==> src/rtl/lsu_pkg.sv <==
//-----------------------------------------------------------------------------
// lsu_pkg : shared funct3 codes, FSM state type and byte-enable helper
// Revision: 1.0
//-----------------------------------------------------------------------------
`default_nettype none

package lsu_pkg;

  localparam logic [2:0] F3_B  = 3'b000;
  localparam logic [2:0] F3_H  = 3'b001;
  localparam logic [2:0] F3_W  = 3'b010;
  localparam logic [2:0] F3_BU = 3'b100;
  localparam logic [2:0] F3_HU = 3'b101;

  typedef enum logic [1:0] {
    IDLE   = 2'd0,
    ISSUE  = 2'd1,
    WAIT_R = 2'd2,
    RESP   = 2'd3
  } lsu_state_t;

  // Store byte enables; word accesses are always aligned so off is ignored there.
  function automatic logic [3:0] be_for(input logic [2:0] funct3, input logic [1:0] off);
    logic [3:0] be;
    case (funct3)
      F3_B:    be = 4'b0001 << off;
      F3_H:    be = 4'b0011 << off;
      default: be = 4'b1111;
    endcase
    return be;
  endfunction

endpackage

`default_nettype wire

==> src/rtl/lsu_load_extract.sv <==
//-----------------------------------------------------------------------------
// lsu_load_extract : lane shift plus sign/zero extension of a loaded word
// Revision: 1.0
//-----------------------------------------------------------------------------
`default_nettype none

module lsu_load_extract
  import lsu_pkg::*;
(
  input  logic [31:0] rdata,
  input  logic [1:0]  off,
  input  logic [2:0]  funct3,
  output logic [31:0] data
);

  logic [31:0] w_shifted;

  assign w_shifted = rdata >> {off, 3'b000};

  always_comb begin
    data = '0;
    case (funct3)
      F3_B:    data = {{24{w_shifted[7]}}, w_shifted[7:0]};
      F3_H:    data = {{16{w_shifted[15]}}, w_shifted[15:0]};
      F3_W:    data = rdata;
      F3_BU:   data = {24'b0, w_shifted[7:0]};
      F3_HU:   data = {16'b0, w_shifted[15:0]};
      default: data = '0;
    endcase
  end

endmodule

`default_nettype wire

==> src/rtl/load_store_unit.sv <==
//-----------------------------------------------------------------------------
// load_store_unit : single-outstanding MEM-stage initiator for the data memory
// Revision: 1.0
//-----------------------------------------------------------------------------
`default_nettype none

module load_store_unit
  import lsu_pkg::*;
#(
  parameter int DM_ADDRESS = 9,
  parameter int DATA_W     = 32
) (
  input  logic                  clk,
  input  logic                  rst_n,
  input  logic                  req_valid,
  output logic                  req_ready,
  input  logic                  req_we,
  input  logic [31:0]           req_addr,
  input  logic [DATA_W-1:0]     req_wdata,
  input  logic [2:0]            req_funct3,
  output logic                  resp_valid,
  input  logic                  resp_ready,
  output logic [DATA_W-1:0]     resp_rdata,
  output logic                  resp_err,
  output logic                  mem_req,
  input  logic                  mem_gnt,
  output logic                  mem_we,
  output logic [DM_ADDRESS-1:0] mem_addr,
  output logic [3:0]            mem_be,
  output logic [DATA_W-1:0]     mem_wdata,
  input  logic                  mem_rvalid,
  input  logic [DATA_W-1:0]     mem_rdata
);

  lsu_state_t        r_state;
  logic [1:0]        r_off;
  logic [2:0]        r_funct3;
  logic              w_illegal;
  logic [DATA_W-1:0] w_wdata;
  logic [DATA_W-1:0] w_load_data;
  logic              w_unused_addr;

  assign w_unused_addr = ^req_addr[31:DM_ADDRESS];

  // Handshake outputs decode state only, so reset drops them without a clock.
  assign req_ready  = (r_state == IDLE);
  assign mem_req    = (r_state == ISSUE);
  assign resp_valid = (r_state == RESP);

  always_comb begin
    w_illegal = 1'b0;
    if (req_we) begin
      if (!(req_funct3 inside {F3_B, F3_H, F3_W})) w_illegal = 1'b1;
    end else begin
      if (!(req_funct3 inside {F3_B, F3_H, F3_W, F3_BU, F3_HU})) w_illegal = 1'b1;
    end
    if (req_funct3[1:0] == 2'b01 && req_addr[0]) w_illegal = 1'b1;
    if (req_funct3[1:0] == 2'b10 && req_addr[1:0] != 2'b00) w_illegal = 1'b1;
  end

  always_comb begin
    w_wdata = req_wdata;
    case (req_funct3)
      F3_B:    w_wdata = {4{req_wdata[7:0]}};
      F3_H:    w_wdata = {2{req_wdata[15:0]}};
      default: w_wdata = req_wdata;
    endcase
  end

  lsu_load_extract u_extract (
    .rdata  (mem_rdata),
    .off    (r_off),
    .funct3 (r_funct3),
    .data   (w_load_data)
  );

  always_ff @(posedge clk or negedge rst_n) begin
    if (!rst_n) begin
      r_state    <= IDLE;
      r_off      <= '0;
      r_funct3   <= '0;
      mem_we     <= 1'b0;
      mem_addr   <= '0;
      mem_be     <= '0;
      mem_wdata  <= '0;
      resp_rdata <= '0;
      resp_err   <= 1'b0;
    end else begin
      case (r_state)
        IDLE: begin
          if (req_valid) begin
            r_off      <= req_addr[1:0];
            r_funct3   <= req_funct3;
            resp_rdata <= '0;
            resp_err   <= w_illegal;
            if (w_illegal) begin
              r_state <= RESP;
            end else begin
              mem_we    <= req_we;
              mem_addr  <= {req_addr[DM_ADDRESS-1:2], 2'b00};
              mem_be    <= req_we ? be_for(req_funct3, req_addr[1:0]) : 4'b1111;
              mem_wdata <= req_we ? w_wdata : '0;
              r_state   <= ISSUE;
            end
          end
        end
        ISSUE: begin
          if (mem_gnt) r_state <= mem_we ? RESP : WAIT_R;
        end
        WAIT_R: begin
          if (mem_rvalid) begin
            resp_rdata <= w_load_data;
            r_state    <= RESP;
          end
        end
        RESP: begin
          if (resp_ready) r_state <= IDLE;
        end
        default: r_state <= IDLE;
      endcase
    end
  end

endmodule

`default_nettype wire

==> config.mk <==
export PLATFORM = sky130hd
export DESIGN_NAME = load_store_unit
export DESIGN_NICKNAME = d
export VERILOG_FILES = /design/src/rtl/lsu_pkg.sv /design/src/rtl/lsu_load_extract.sv /design/src/rtl/load_store_unit.sv
export SDC_FILE = /design/constraint.sdc
export NUM_CORES = 1
export LEC_CHECK = 0
export BUFFER_PORTS_ARGS = -buffer_cell sky130_fd_sc_hd__buf_2
export CAP_MARGIN = 30
export CORE_AREA = 2 2 94 96
export CTS_CLUSTER_SIZE = 24
export DETAILED_ROUTE_END_ITERATION = 8
export DIE_AREA = 0 0 96 98
export GPL_ROUTABILITY_DRIVEN = 0
export PLACE_DENSITY = 0.84
export SLEW_MARGIN = 25
export SYNTH_ARGS = -nofsm -noshare
export SYNTH_HDL_FRONTEND = slang
export SYNTH_SLANG_ARGS = --single-unit
==> constraint.sdc <==
create_clock -name clk -period 3.1 [get_ports clk]
set_input_delay 0.155 -clock clk [delete_from_list [all_inputs] [get_ports clk]]
set_output_delay 0.155 -clock clk [all_outputs]
set_load 0.02 [all_outputs]
==> impl_metrics.toml <==
[status]
status = "completed"

[final_layout]
regArea_sq_um = 2100
nFillCells = 694
multi_input_area_sq_um = 1950
drive_gt1_share_pct = 38.4
nets = 673
antenna_cells = 0
syn2layout_area_growth_pct = 26.7

[timing]
tightest_slew_ns = 0.780
relSlewSlack_pct = 47.8
fin_skew_ns = 0.0123
final_max_slew_viol_count = 0
rsz0062_at_grt = "no"
setup_violations = 0
period_share_pct = 77.9
finalHoldViolCount = 0
setup_ws_ns = 0.685
period_minus_slack_ns = 2.41
fmax_mhz = 414
fin_tns_setup_ns = 0

[grt]
gr-total-overflow = 0
met1_usage_pct = 29.3
grt_max_degree = 67
grtUsageTotal_pct = 24.9
grt_pass1_vias = 3872
grt_antenna_before_repair = 1
busiest_layer = "met2"
use_met3_pct = 7.02
use_met2_pct = 40.9
grt_first_pass_wirelength_um = 18400

[synthesis]
syn_avg_cell_area_sq_um = 10.2
synthArstFlopShare_pct = 100
yosys_warnings = 0
synth_edf_count = 0
syn-cell-area_sq_um = 4200
ys_seq_elements = 84
seq_area_frac_synth_pct = 50.0
ys.flop_type = "dfrtp_1"
syn_inst = 411
yosysUniqueCellTypes = 41

[job]
cap_violations = 0

[cts]
numCtsBuffers = 9
root_buffer = "clkbuf_8"
cts_tree = "yes"
clock_path_buffers = 2
cts_max_level = 3
cts_setup_buffers = 0
cts.sinks = 84
clkTransAtPathRegs_ns = 0.09
clkLatencyLatePin_ns = 0.35

[die]
die_w_um = 96
rows = 34
dieArea_sq_um = 9410
io_pins = 188
core_area_sq_um = 8470
die_y_um = 98
start_util_pct = 49.6

[hold_path]
min_path_type = "primary input to flop"

[worst_setup_path]
critPathCaptureType = "flop"
startpoint_type = "flop"
critPathKind = "flop to flop"
arrival_ns = 2.70
cp.required_ns = 3.38
crit_fanout = 9

[power]
power_density_nw_per_um2 = 887
ir_worst_vdd_uv = 477
p_total_mw = 4.72
power_leakage_nw = 2.81

[placed_design]
dpl_worst_slack_ns = 0.726
place_hpwl_um = 8500
io_buffer_count = 162

[detailed_routing]
drt_iter0_markers = 149
post_drt_wl_per_cell_um = 16.9
vias = 3809
drc = 0
postRouteAntennaNets = 0
drtPass1Iterations = 5
drt-total-wl_um = 11400
via_per_inst = 5.63
==> synthesized netlist by cell type (all sizes together), types with 2 or more instances <==
master  instances  area [sq um]
dfrtp          84          2100
nand2          78           293
mux2           38           432
o21ai          37           185
a221o          31           310
clkbuf         28           105
nor2           26          97.6
o31ai          16           120
a21oi          12          60.1
mux2i           9          90.1
o211a           7          70.1
buf             6          46.3
nor2b           6          37.5
inv             5          18.8
ha              4          50.1
nor3            3          20.0
a211oi          2          15.0
a21o            2          15.0
or2             2          12.5
==> layer usage <==
metal | share of wire [%] | routed length [um] | vias up
li1 | - | - | 1793
met1 | 39 | 4410 | 1771
met2 | 47 | 5400 | 201
met3 | 9.7 | 1110 | 42
met4 | 4.1 | 463 | 2
met5 | 0.096 | 11 | -
==> final timing paths <==
path / startpoint / end / slack (ns) / depth (start not counted)
worst min-delay path: req_addr[6] / mem_addr[6]$_DFFE_PN0P_ / 0.03 / 2
max in group asynchronous: rst_n / mem_wdata[23]$_DFFE_PN0P_ / 2.20 / 3
worst max register to register: r_state[0]$_DFFE_PN0P_ / resp_rdata[9]$_DFFE_PN0P_ / 0.69 / 6
worst min register to register: mem_wdata[30]$_DFFE_PN0P_ / mem_wdata[30]$_DFFE_PN0P_ / 0.48 / 2
worst max-delay path: r_state[0]$_DFFE_PN0P_ / resp_rdata[9]$_DFFE_PN0P_ / 0.69 / 6
min in group asynchronous: rst_n / resp_rdata[27]$_DFFE_PN0P_ / 0.29 / 2
==> metrics by stage <==
step	hold WS [ns]	utilization, %	area [sq um]	instances
2_1_floorplan	-0.141	-	4210	412
3_3_place_gp	0.367	59.9	5070	654
3_5_place_dp	0.146	60.2	5100	655
4_1_cts	0.0125	62.9	5320	675
5_1_grt	0.0196	62.9	5330	676
6_report	0.0254	62.9	5330	676
==> registers in the layout, summed over array words and instances, names as in the netlist <==
| signal | cells |
|---|---|
| mem_wdata | 32 |
| resp_rdata | 32 |
| mem_addr | 7 |
| mem_be | 4 |
| r_funct3 | 3 |
| r_off | 2 |
| r_state | 2 |
| mem_we | 1 |
| resp_err | 1 |
==> power breakdown <==
group | leakage (nW) | internal (mW) | switching (mW)
Sequential | 1.10 | 1.50 | 0.332
Clock | 0.0851 | 0.318 | 0.413
Combinational | 1.62 | 0.852 | 1.31
Total | 2.81 | 2.67 | 2.05
==> critical path, stage by stage (launching register included) <==
cell     delay (ns)
dfrtp_1        0.39
inv_1          0.10
ha_1           0.30
nor2b_1        0.23
nor3_2         0.59
and2_0         0.50
a221o_1        0.23
==> cell type report <==
type / instances / area share [%]
repair buffers: 174 / 17.5
well taps: 108 / 2.54
inverters: 5 / 0.352
clock buffers: 10 / 2.58
clock inverters: 6 / 0.916
flip-flops and latches: 84 / 39.5
multi-input cells: 289 / 36.7
==> cell usage in the layout (no fill, tap or decap), drive strengths merged, types with 2 or more instances in the layout <==
cell and n:
a21o 2, a221o 31, or2 2, nand2 78, clkinvlp 3, a21oi 12, conb 2, o21ai 37
nor2b 6, clkinv 2, inv 6, a211oi 2, mux2i 9, clkbuf 11, mux2 38, dlygate4sd3 4
ha 4, o211a 7, nor2 26, nor3 3, dfrtp 84, buf 169, o31ai 16
==> logic make-up after synthesis <==
logic type               synth area share, %
other                                 0.0892
multiplexers                            12.4
flip-flops                              50.0
adder cells (fa/ha/maj)                 1.19
AO/OA/AOI/OAI                           20.5
buffers and inverters                   4.05
AND/OR/NAND/NOR                         11.8
==> timing repair <==
action | in CTS | in global routing
resized for setup | 0 | 0
hold buffers | 4 | 0
setup endpoints to repair | 0 | 0
hold endpoints to repair | 36 | 0
No activity file was read; power rests on OpenSTA's default activity.
